File: src/rtl/spif_pkt_pkg.sv
// Shared definitions for SpiNNaker multicast packet assembly: header bit positions,
// packet field offsets, assembler states and the odd-parity check.
package spif_pkt_pkg;

  localparam int unsigned HDR_PLD_BIT = 1;
  localparam int unsigned HDR_PTY_BIT = 0;

  localparam int unsigned HDR_LSB = 0;
  localparam int unsigned KEY_LSB = 8;
  localparam int unsigned PLD_LSB = 40;

  typedef enum logic [1:0] {
    HDR = 2'd0,
    KEY = 2'd1,
    PLD = 2'd2
  } asm_state_t;

  // Packets carry odd parity over every transmitted bit, payload only when present.
  function automatic logic pkt_parity_ok(input logic [7:0]  hdr,
                                         input logic [31:0] key,
                                         input logic [31:0] pld,
                                         input logic        pst);
    logic p;
    p = ^{hdr, key};
    if (pst) p = p ^ (^pld);
    return p;
  endfunction

endpackage

File: src/rtl/pkt_out_reg.sv
// Single-entry registered valid/ready output stage; a new packet may be loaded in the
// same cycle the current one is taken, giving full-rate back-to-back delivery.
module pkt_out_reg #(
  parameter int unsigned DATA_BITS = 72
) (
  input  logic                 clk,
  input  logic                 reset,
  input  logic                 i_load,
  input  logic [DATA_BITS-1:0] i_data,
  input  logic                 i_rdy,
  output logic [DATA_BITS-1:0] o_data,
  output logic                 o_vld,
  output logic                 o_space
);

  logic [DATA_BITS-1:0] r_data;
  logic                 r_vld;

  always_ff @(posedge clk or negedge reset) begin
    if (!reset) begin
      r_data <= '0;
      r_vld  <= 1'b0;
    end else if (i_load) begin
      r_data <= i_data;
      r_vld  <= 1'b1;
    end else if (r_vld && i_rdy) begin
      r_vld  <= 1'b0;
    end
  end

  assign o_data  = r_data;
  assign o_vld   = r_vld;
  assign o_space = !r_vld || i_rdy;

endmodule

File: src/rtl/pkt_assembler.sv
// Assembles header/key/payload words into 72-bit multicast packets, drops packets with
// bad parity and keeps a saturating count of them.
module pkt_assembler
  import spif_pkt_pkg::*;
#(
  parameter int unsigned PACKET_BITS = 72,
  parameter int unsigned WORD_BITS   = 32,
  parameter int unsigned CTR_BITS    = 32
) (
  input  logic                   clk,
  input  logic                   reset,
  input  logic [WORD_BITS-1:0]   wrd_data_in,
  input  logic                   wrd_vld_in,
  output logic                   wrd_rdy_out,
  output logic [PACKET_BITS-1:0] pkt_data_out,
  output logic                   pkt_vld_out,
  input  logic                   pkt_rdy_in,
  output logic                   perr_out,
  output logic [CTR_BITS-1:0]    perr_ctr_out,
  input  logic                   clr_ctr_in
);

  asm_state_t             r_state;
  logic [7:0]             r_hdr;
  logic [WORD_BITS-1:0]   r_key;
  logic                   r_perr;
  logic [CTR_BITS-1:0]    r_perr_ctr;

  logic                   w_pst;
  logic                   w_final;
  logic                   w_space;
  logic                   w_rdy;
  logic                   w_acc;
  logic                   w_ok;
  logic                   w_load;
  logic                   w_bad;
  logic [PACKET_BITS-1:0] w_pkt;

  assign w_pst   = r_hdr[HDR_PLD_BIT];
  assign w_final = ((r_state == KEY) && !w_pst) || (r_state == PLD);

  // Ready depends only on state and output-stage space, never on wrd_vld_in.
  assign w_rdy = (r_state == HDR) || ((r_state == KEY) && w_pst) || (w_final && w_space);
  assign w_acc = wrd_vld_in && w_rdy;

  always_comb begin
    w_pkt = '0;
    w_ok  = 1'b0;
    w_pkt[HDR_LSB +: 8] = r_hdr;
    if (r_state == KEY) begin
      w_pkt[KEY_LSB +: WORD_BITS] = wrd_data_in;
      w_ok = pkt_parity_ok(r_hdr, wrd_data_in, '0, 1'b0);
    end else begin
      w_pkt[KEY_LSB +: WORD_BITS] = r_key;
      w_pkt[PLD_LSB +: WORD_BITS] = wrd_data_in;
      w_ok = pkt_parity_ok(r_hdr, r_key, wrd_data_in, 1'b1);
    end
  end

  assign w_load = w_acc && w_final && w_ok;
  assign w_bad  = w_acc && w_final && !w_ok;

  always_ff @(posedge clk or negedge reset) begin
    if (!reset) begin
      r_state <= HDR;
      r_hdr   <= '0;
      r_key   <= '0;
    end else if (w_acc) begin
      case (r_state)
        HDR: begin
          r_hdr   <= wrd_data_in[7:0];
          r_state <= KEY;
        end
        KEY: begin
          r_key   <= wrd_data_in;
          r_state <= w_pst ? PLD : HDR;
        end
        PLD:     r_state <= HDR;
        default: r_state <= HDR;
      endcase
    end
  end

  // Clear wins over a simultaneous error; the pulse is still raised.
  always_ff @(posedge clk or negedge reset) begin
    if (!reset) begin
      r_perr     <= 1'b0;
      r_perr_ctr <= '0;
    end else begin
      r_perr <= w_bad;
      if (clr_ctr_in) begin
        r_perr_ctr <= '0;
      end else if (w_bad && (r_perr_ctr != '1)) begin
        r_perr_ctr <= r_perr_ctr + 1'b1;
      end
    end
  end

  pkt_out_reg #(
    .DATA_BITS (PACKET_BITS)
  ) u_out (
    .clk     (clk),
    .reset   (reset),
    .i_load  (w_load),
    .i_data  (w_pkt),
    .i_rdy   (pkt_rdy_in),
    .o_data  (pkt_data_out),
    .o_vld   (pkt_vld_out),
    .o_space (w_space)
  );

  assign wrd_rdy_out  = w_rdy && reset;
  assign perr_out     = r_perr;
  assign perr_ctr_out = r_perr_ctr;

endmodule

File: config.mk
export PLATFORM = sky130hd
export DESIGN_NAME = pkt_assembler
export DESIGN_NICKNAME = d
export VERILOG_FILES = /design/src/rtl/spif_pkt_pkg.sv /design/src/rtl/pkt_out_reg.sv /design/src/rtl/pkt_assembler.sv
export SDC_FILE = /design/constraint.sdc
export NUM_CORES = 1
export LEC_CHECK = 0
export BUFFER_PORTS_ARGS = -buffer_cell sky130_fd_sc_hd__buf_2
export CELL_PAD_IN_SITES_DETAIL_PLACEMENT = 0
export CELL_PAD_IN_SITES_GLOBAL_PLACEMENT = 1
export CORE_MARGIN = 1
export CORE_UTILIZATION = 46
export DETAILED_ROUTE_END_ITERATION = 10
export GPL_TIMING_DRIVEN = 1
export PLACE_DENSITY = 0.85
export SYNTH_ARGS = -nofsm -noshare
export SYNTH_HDL_FRONTEND = slang
export SYNTH_SLANG_ARGS = --single-unit
File: constraint.sdc
create_clock -name clk -period 9.01 [get_ports clk]
set_input_delay 0 -clock clk [delete_from_list [all_inputs] [get_ports clk]]
set_output_delay 0 -clock clk [all_outputs]
set_load 0.005 [all_outputs]
# [Yosys cells after proc, flatten, opt, wreduce, memory -nomap -nowiden]
# Cells that the tools add are included.
[word_totals] regBits=148 latchBits=0 ramBits=0 mem_bits_ro=0 inputBits=37 output_inout_bits=107 elab_cells=45 memories=0
[classes] n_addsub=1 n_mul=0 div=0 n_lt_le_gt_ge=0 n_eq_ne=3 n_shift=0 n_mux=9 bitwise_logic=1 reduce_logical=24
[ops] cell="32-bit two-way mux" count=4
[ops] cell="40-bit XOR reduction" count=2
[ops] cell="32-bit by 1-bit adder with 32-bit output, second input constant" count=1
[ops] cell="32-bit inequality test, second input constant" count=1
[ops] cell="32-bit XOR reduction" count=1
[ops] cell="1-bit logical AND" count=10
[ops] cell="1-bit logical OR" count=4
[ops] cell="2-bit one-hot mux with 2 select lines" count=1
[ops] cell="2-bit nonzero test" count=2
[ops] cell="1-bit zero test" count=3
[ops] cell="1-bit two-way mux" count=3
[ops] cell="2-bit by 1-bit == test with 1-bit output, second input constant" count=1
[ops] cell="2-bit == test, second input constant" count=1
[ops] cell="2-bit zero test" count=1
[ops] cell="2-bit two-way mux" count=1
[ops] cell="2-bit AND reduction" count=1
[ops] cell="1-bit XOR" count=1

# [Longest topological paths before layout]
# Gate-level depths: netlist of the first run.
[logic_depth] word_depth=11 depth_mapped=12 depth_no_buf=9

# [By module]
# A second synthesis of the first run with hierarchy kept.
[hier_totals] cells_unflattened=696 hier_area_um2=7724.9
[modules_own_cells] module="pkt_assembler" n_inst=1 cells_each=541 area_each_um2=4664.5 seq_area_each_um2=1876.8
[modules_own_cells] module="pkt_out_reg" n_inst=1 cells_each=155 area_each_um2=3060.4 seq_area_each_um2=1826.8

# [Least setup slack after synthesis of the first run]
# Ideal clock, no wire load.
[synth_timing] path_kind="register to register" from="register r_hdr[7]" to="register r_perr_ctr[29], in the netlist perr_ctr_out[29]" arrival_time_ns=2.733 required_time_ns=8.883 path_slack_ns=6.149 path_stages_with_launch=12 n_path_buf=2 path_cell_list="dfrtp_1 xnor2_1 xnor2_1 xnor2_1 xnor3_2 xnor2_2 or4b_1 buf_2 and2_4 buf_6 nor2_1 mux2_1"
[synth_between] elab_chain_cells=7 elab_cells_between_ends=8 classes_between="mux: 1; bitwise: 1; reduce/logical: 6"
[synth_lines] item="start: declaration" line_no="pkt_assembler.sv:24" rtl="logic [7:0] r_hdr;"
[synth_lines] item="start signal: assignment" line_no="pkt_assembler.sv:71" rtl="r_hdr <= wrd_data_in[7:0];"
[synth_lines] item="40-bit XOR reduction" line_no="spif_pkt_pkg.sv:24" rtl="p = ^{hdr, key};"
[synth_lines] item="1-bit XOR" line_no="spif_pkt_pkg.sv:25" rtl="if (pst) p = p ^ (^pld);"
[synth_lines] item="1-bit two-way mux (*)" line_no="pkt_assembler.sv:50" rtl="if (r_state == KEY) begin"
[synth_lines] item="1-bit zero test (*)" line_no="pkt_assembler.sv:61" rtl="assign w_bad = w_acc && w_final && !w_ok;"
[synth_lines] item="1-bit logical AND (*)" line_no="pkt_assembler.sv:61"
[synth_lines] item="1-bit logical AND (*)" line_no="pkt_assembler.sv:93" rtl="end else if (w_bad && (r_perr_ctr != '1)) begin"
[synth_lines] item="2-bit nonzero test (no source line) (*)"
[synth_lines] item="end signal: assignment" line_no="pkt_assembler.sv:94" rtl="r_perr_ctr <= r_perr_ctr + 1'b1;"
[synth_lines] item="end: declaration" line_no="pkt_assembler.sv:27" rtl="logic [CTR_BITS-1:0] r_perr_ctr;"
# Every way passes the cells marked *; elsewhere a longest branch is shown, timed or not.
# A chain may end at the register's enable or synchronous reset.

# [Worst setup path in the final report of the first run]
[layout_timing] from="register r_key[23]" to="register u_out.r_data[2], in the netlist u_out.o_data[2]"
[layout_between] elab_chain_cells=4
[layout_lines] item="start: declaration" line_no="pkt_assembler.sv:25" rtl="logic [WORD_BITS-1:0] r_key;"
[layout_lines] item="start signal: assignment" line_no="pkt_assembler.sv:75" rtl="r_key <= wrd_data_in;"
[layout_lines] item="40-bit XOR reduction" line_no="spif_pkt_pkg.sv:24"
[layout_lines] item="1-bit XOR" line_no="spif_pkt_pkg.sv:25"
[layout_lines] item="1-bit two-way mux" line_no="pkt_assembler.sv:50"
[layout_lines] item="1-bit logical AND" line_no="pkt_assembler.sv:60" rtl="assign w_load = w_acc && w_final && w_ok;"
[layout_lines] item="end signal: assignment" line_no="pkt_out_reg.sv:24" rtl="r_data <= i_data;"
[layout_lines] item="end: declaration" line_no="pkt_out_reg.sv:16" rtl="logic [DATA_BITS-1:0] r_data;"
# Every way passes these cells.

==> summary.txt, run 1 <==
Outcome
  • Outcome: finished clean

Worst setup path
  • Crit path kind: reg2reg
  • Most used cell, CP: xnor2_1
  • Critical Path Sink Type: register
  • Slowest cell on crit path: nor2b_4
  • R2r setup slk: roughly 5100 ps
  • CP cell instances: xor2_1 -> xnor2_1 -> xnor2_1 -> xnor2_1 -> xnor2_1 -> nor2_1 -> xnor2_1 -> nor2b_4 -> buf_4 -> mux2_2
  • Slowest cell delay on critical path: between 700 and 800 ps
  • Critical Path RT: 9310 ps
  • Critical path peak fanout: 47
  • CP Launch Type: register
  • WP data arrival: approximately 4200 ps

Global route
  • Met3 Use GR: 0.0628
  • Overflow after GRT: 0
  • Routing usage on met1: 0.293
  • First-pass GRT wire length: 29.0 mm
  • Vias in the first global route: 5619
  • Met2 Usage GRT: 0.375
  • Initial antenna violation count: 0
  • GRT Util Overall: 0.226
  • GR peak layer: met2
  • Largest net degree at the start of global routing: roughly 100

Timing
  • Final worst-path cycle share: 0.432
  • Fin Setup TNS: 0 ps
  • Slew Viols, Final: 0
  • Relative slew slack: 0.353
  • Clk_skew: 8.06 ps
  • Fin. Hold Viols: 0
  • Final setup fails: 0
  • Worst-Margin Slew: around 970 ps
  • Peak Freq: 257 MHz
  • Final min period: between 3000 and 4000 ps
  • RSZ-0062 raised after global routing: false

CTS
  • Post-CTS setup buffer count: 0
  • Worst skew pair latency: between 400 and 500 ps
  • CTS Buf Count: 17
  • Root buffer cell: clkbuf_16
  • Clock Path Buffers: 2
  • Clock slew at reported path FFs: 60 ps
  • Post-cts resize count: 0
  • TritonCTS clock tree: yes
  • CTS Sinks: between 100 and 150
  • H-tree levels: 4

Final layout
  • Fillers: between 1000 and 1500
  • Nets: just over 900
  • P&R area growth vs syn: 25.2%
  • Share of cells above drive strength 1: 0.285
  • Storage element area: approximately 3700 µm²
  • # diodes: 0
  • Final Util: 0.600
  • Area of the multi-input gates: between 3000 and 4000 µm²

Flow run
  • Max-capacitance violation count: 0

Floorplan
  • Initial Util: 0.479
  • Rows: 45
  • Die width: between 100 and 150 µm
  • Die height: between 100 and 150 µm
  • Core Region: between 15000 and 20000 µm²
  • Full die area: about 17000 µm²
  • # IOs: ~140

Logic synthesis
  • Number of synthesized flops with an enable pin: 0
  • Top FF cell, synth: dfrtp_1
  • Synth top area cells: dfrtp_1, mux2_2, xnor2_1, nand2_1, mux2i_1
  • Post-synth top area share: 0.501
  • Async S/R FF share, synth: 1.00
  • Seq/Total Area, Yosys: 0.501
  • Synthesized cell area: about 7400 µm²
  • Synth warn: 0
  • FF+latch count, synth: between 100 and 150
  • Syn Inst Count: 709
  • Post-synth cell types: 44
  • Cell taking the most area after synthesis: dfrtp_1
  • Count leader, synth: dfrtp_1
  • Most frequent cells after synthesis: dfrtp_1, nand2_1, xnor2_1
  • Syn Nets: ~750
  • Syn avg cell area: roughly 10 µm²

Detailed routing
  • DR vias/cell: 5.12
  • ANT nets after route: 0
  • DRC Markers: 0
  • Total wire length: between 15 and 20 mm
  • Starting DRT DRC Count: roughly 300
  • Via count: around 5600
  • Initial DRT Pass Iterations: 4
  • WL per Instance: 15.6 µm

Hold path
  • Hold Crit Class: in2reg

Pwr
  • P per Cell Area: ~500 nW/µm²
  • Maximum VDD drop: between 600 and 700 µV
  • Leak: 0.00437 µW

Place
  • Hpwl dp: approximately 11 mm
  • Gpl congestion: 0.806
  • PortBufs: around 140
[metal layers]
metal,routed length [µm],up-vias
met5,0,-
met4,142,0
met3,949,13
met2,8430,156
met1,7660,2795
li1,-,2678
[where the power goes]
part | internal (µW) | switching [µW] | total, µW
logic | 1290 | 1340 | 2630
registers | 968 | 185 | 1150
clock network | 445 | 286 | 731
total | 2710 | 1810 | 4520
[kinds of logic after synthesis]
family / Yosys count / share of synthesized area
AO/OA/AOI/OAI: 44 / 0.0374
XOR/XNOR: 80 / 0.0988
adder cells (fa/ha/maj): 1 / 0.00169
buffers and inverters: 77 / 0.0415
flip-flops: 148 / 0.501
multiplexers: 119 / 0.176
AND/OR/NAND/NOR: 240 / 0.144
[what timing repair did]
| action | CTS | global route |
|---|---|---|
| hold endpoints to repair | 201 | 0 |
| hold buffers | 34 | 0 |
| setup endpoints to repair | 0 | 0 |
[placed cells by master, fill, tap and decap left out, types with 2 or more instances in the layout]
master | Yosys | layout
o21ai_0 | 14 | 14
dfrtp_1 | 148 | 148
a21oi_1 | 14 | 14
nand2_1 | 142 | 142
buf_4 | 0 | 5
clkinv_4 | 0 | 2
or3_1 | 7 | 7
mux2_1 | 24 | 24
inv_1 | 45 | 45
dlygate4sd3_1 | 0 | 34
inv_6 | 0 | 3
mux2_2 | 62 | 62
and4_1 | 2 | 2
nand2b_1 | 3 | 2
nor3_1 | 4 | 4
o211a_1 | 2 | 2
nor4_1 | 4 | 4
a211oi_1 | 5 | 5
xor2_1 | 11 | 11
mux2i_1 | 33 | 33
and3_1 | 3 | 3
clkinvlp_4 | 0 | 5
xnor2_2 | 2 | 2
or4_1 | 7 | 7
nand4_1 | 6 | 6
nor2b_1 | 7 | 5
nor2b_4 | 0 | 2
nor2_1 | 35 | 34
o31ai_1 | 4 | 4
bufinv_16 | 0 | 3
buf_2 | 8 | 142
clkbuf_16 | 0 | 17
xnor2_1 | 66 | 66
nand3_1 | 12 | 12
[layout make-up]
type                       instances  share of cell area
clock buffer                      18              0.0474
clock inverter                    14              0.0190
inverter                          45              0.0182
multi-input combinational        484               0.368
sequential                       148               0.400
tap                              211              0.0285
timing repair buffer             182               0.119
[critical path, delay by kind of cell, from the launching register on]
kind / cells / cell delay (ps)
xor+xnor: 6 / 1380
simple gates: 2 / 860
buf+inv: 1 / 700
mux: 1 / 410
flops: 1 / 400
[stage by stage]
| step | hold WS, ps | setup WS, ps | power, µW | cell area (µm²) | instances |
|---|---|---|---|---|---|
| finish | 68.7 | 5120 | 4520 | 9260 | 1102 |
| CTS | 54.7 | 5060 | 4580 | 9260 | 1102 |
| global placement | 158 | 5230 | 3710 | 8310 | 1036 |
| floorplan | -296 | 6150 | 3180 | 7390 | 709 |
| global route | 109 | 4760 | 4880 | 9260 | 1102 |
| detailed placement | 180 | 5080 | 3820 | 8310 | 1036 |
[sequential cells by signal (all words and copies together), names as in the netlist]
register and cells:
r_key 32, r_state 2, perr_ctr_out 32, u_out.o_data 72
u_out.o_vld 1, r_hdr 8, perr_out 1
[path summary, 6_finish.rpt]
check | startpoint | depth (start not counted) | to
max in group asynchronous | reset | 3 | r_key[0]
hold reg to reg | u_out.o_data[35] | 1 | u_out.o_data[35]
setup / recovery | r_key[23] | 10 | u_out.o_data[2]
setup reg to reg | r_key[23] | 10 | u_out.o_data[2]
min in group asynchronous | reset | 2 | u_out.o_data[68]
hold / removal | pkt_rdy_in | 5 | r_state[1]
Power figures use the tool's default switching activity.
==> run 2: changes to the inputs <==
--- a/config.mk
+++ b/config.mk
@@ -9,10 +9,10 @@
 export CELL_PAD_IN_SITES_DETAIL_PLACEMENT = 0
 export CELL_PAD_IN_SITES_GLOBAL_PLACEMENT = 1
 export CORE_MARGIN = 1
-export CORE_UTILIZATION = 46
+export CORE_UTILIZATION = 43
 export DETAILED_ROUTE_END_ITERATION = 10
 export GPL_TIMING_DRIVEN = 1
-export PLACE_DENSITY = 0.85
+export PLACE_DENSITY = 0.8
 export SYNTH_ARGS = -nofsm -noshare
 export SYNTH_HDL_FRONTEND = slang
 export SYNTH_SLANG_ARGS = --single-unit
==> constraint.sdc (replaced) <==
create_clock -name clk -period 3.6 [get_ports clk]
set_input_delay 0 -clock clk [delete_from_list [all_inputs] [get_ports clk]]
set_output_delay 0 -clock clk [all_outputs]
set_load 0.005 [all_outputs]
==> run 2 against run 1 <==
Clock skew increased by 1.5 ps. Hold slack improved by 9.9 ps. Power increased by 130%. First-iteration DRC count decreased by 17%. Core utilization decreased by 4.4 points. Sequential share of layout area decreased by 0.13 points. Non-clock buffer count increased by 3. Global-route usage decreased by 2.0 points. Critical endpoint is now perr_ctr_out[24]. Largest cell class unchanged.
==> summary.txt, run 2 (synthesis gave the netlist of run 1 again) <==
Final layout
  • Non-filler cells, final: between 1000 and 1500
  • Final instance area: approximately 9300 µm²
  • Fillers: ~1500
  • Nets: 919
  • P&R area growth vs syn: 25.7%
  • Most common cell after layout, fill and taps aside: dfrtp_1
  • Number of flip-flops under the largest register name: slightly above 70
  • # diodes: 0
  • Share of cells above drive strength 1: 0.286
  • Commonest cells after routing, fill and taps aside: dfrtp_1, nand2_1, buf_2, xnor2_1, mux2_2

Floorplan
  • Full die area: 17700 µm²
  • Initial Util: 0.443
  • # IOs: roughly 140
  • Core Region: ~17000 µm²
  • Die height: around 130 µm
  • Die width: 133 µm
  • Rows: 47

CTS
  • Post-CTS Hold Buffers: 34
  • Post-CTS setup buffer count: 0
  • CTS Buf Count: 17
  • TritonCTS clock tree: yes
  • Worst skew pair latency: between 400 and 500 ps
  • Post-cts resize count: 0
  • Root buffer cell: clkbuf_16
  • CTS Sinks: roughly 150
  • Clock slew at reported path FFs: around 60 ps
  • Clock Path Buffers: 2
  • H-tree levels: 4

Detailed routing
  • ANT nets after route: 0
  • Initial DRT Pass Iterations: 6
  • Starting DRT DRC Count: between 200 and 250
  • DR vias/cell: 4.92
  • Via count: around 5500
  • Total wire length: approximately 17 mm
  • DRC Markers: 0
  • WL per Instance: ~15 µm

Pwr
  • Total power: around 10000 µW
  • Sw frac: 0.388
  • Comb pwr share: 0.560
  • Clock power share: 0.168
  • Maximum VDD drop: 841 µV
  • P_sw: roughly 4000 µW
  • P per Cell Area: 1130 nW/µm²
  • Internal Power: roughly 6400 µW
  • Power share of the sequential group: 0.272
  • Leak: about 0.0044 µW

Timing
  • Peak Freq: 315 MHz
  • Final worst-path cycle share: 0.883
  • Relative slew slack: 0.499
  • Final min period: between 3000 and 4000 ps
  • RSZ-0062 raised after global routing: false
  • Final setup fails: 0
  • Fin. Hold Viols: 0
  • PnR worst setup slack: 422 ps
  • Fin Setup TNS: 0 ps
  • Slew Viols, Final: 0
  • Worst-Margin Slew: 752 ps
  • Clk_skew: about 9.5 ps

Worst setup path
  • WP data arrival: 3470 ps
  • Critical Path Sink Type: register
  • Reg2reg end: perr_ctr_out[24]
  • Critical Path RT: roughly 4000 ps
  • R2r setup slk: around 480 ps
  • Worst R2R Start: r_hdr[7]
  • CP Launch Type: primary input
  • Crit path kind: in2reg
  • Critical path peak fanout: 21
  • R2R depth: 10

Global route
  • Largest net degree at the start of global routing: 77
  • Initial antenna violation count: 0
  • GRT Util Overall: 0.205
  • Vias in the first global route: 5567
  • First-pass GRT wire length: ~29 mm
  • Overflow after GRT: 0

Hold path
  • Hold Crit Class: in2reg
  • Worst hold stages: 4
  • Hold path endpoint: u_out.o_vld
  • Hold path startpoint: pkt_rdy_in

Outcome
  • Outcome: finished clean

Place
  • DP Cell Count: approximately 1000
  • Hpwl dp: roughly 11 mm
  • Place WS: around 500 ps
  • Gpl congestion: approximately 0.76
  • PortBufs: roughly 140
  • Cell Area, Placed: between 8000 and 9000 µm²

Flow run
  • Max-capacitance violation count: 0
run 2: cell types whose count changed in the layout (fill, tap and decap cells not counted):
cell and delta:
buf_4 +1, bufinv_16 -1, buf_12 +2, clkbuf_1 +1
clkbuf_8 +1, clkinv_4 -1, clkinv_2 +2, inv_6 -2
run 2: critical path: stages:
cell           delay (ps)
dlygate4sd3_1         530
buf_2                 150
xor2_1                160
xnor2_1               330
xnor2_1               160
xnor3_2               460
xnor2_2               190
nor4_2                440
nor2_1                100
buf_4                 220
nor4_1                330
mux2_1                380
run 2: area by class of cell:
cell class                 instances  area [µm²]  share of cell area
timing repair buffer             185        1150               0.123
tap                              220         275              0.0296
clock inverter                    12         130              0.0140
multi-input combinational        484        3410               0.367
inverter                          45         169              0.0182
clock buffer                      20         457              0.0492
sequential                       148        3700               0.399
run 2: worst max path at each step:
stage / endpoint / startpoint
final: perr_ctr_out[24] / wrd_data_in[26]
after CTS: perr_ctr_out[24] / wrd_data_in[26]
after global placement: perr_ctr_out[30] / r_hdr[7]
after floorplan: perr_ctr_out[29] / r_hdr[7]
after detailed placement: perr_ctr_out[24] / r_hdr[7]
after global routing: perr_ctr_out[24] / wrd_data_in[26]
run 2: stage by stage:
step	utilization	hold WS, ps
floorplan	-	-296
global placement	0.501	85.3
detailed placement	0.501	70.5
CTS	0.556	62.6
global route	0.556	87.7
finish	0.556	78.6
run 2: power by group through the flow:
stage | clock network, µW | registers, µW | logic (µW)
after floorplan | 0 | 2840 | 4840
after global placement | 0 | 2850 | 5790
after detailed placement | 0 | 2860 | 5880
after CTS | 1810 | 2840 | 5910
after global routing | 1870 | 2920 | 6200
final | 1760 | 2840 | 5860
run 2: layer usage:
layer	global-route usage	vias to the layer above	wire length, µm
li1	-	2696	-
met3	0.0506	18	825
met5	0	-	0
met1	0.273	2648	7950
met4	0.0694	0	251
met2	0.329	123	8060
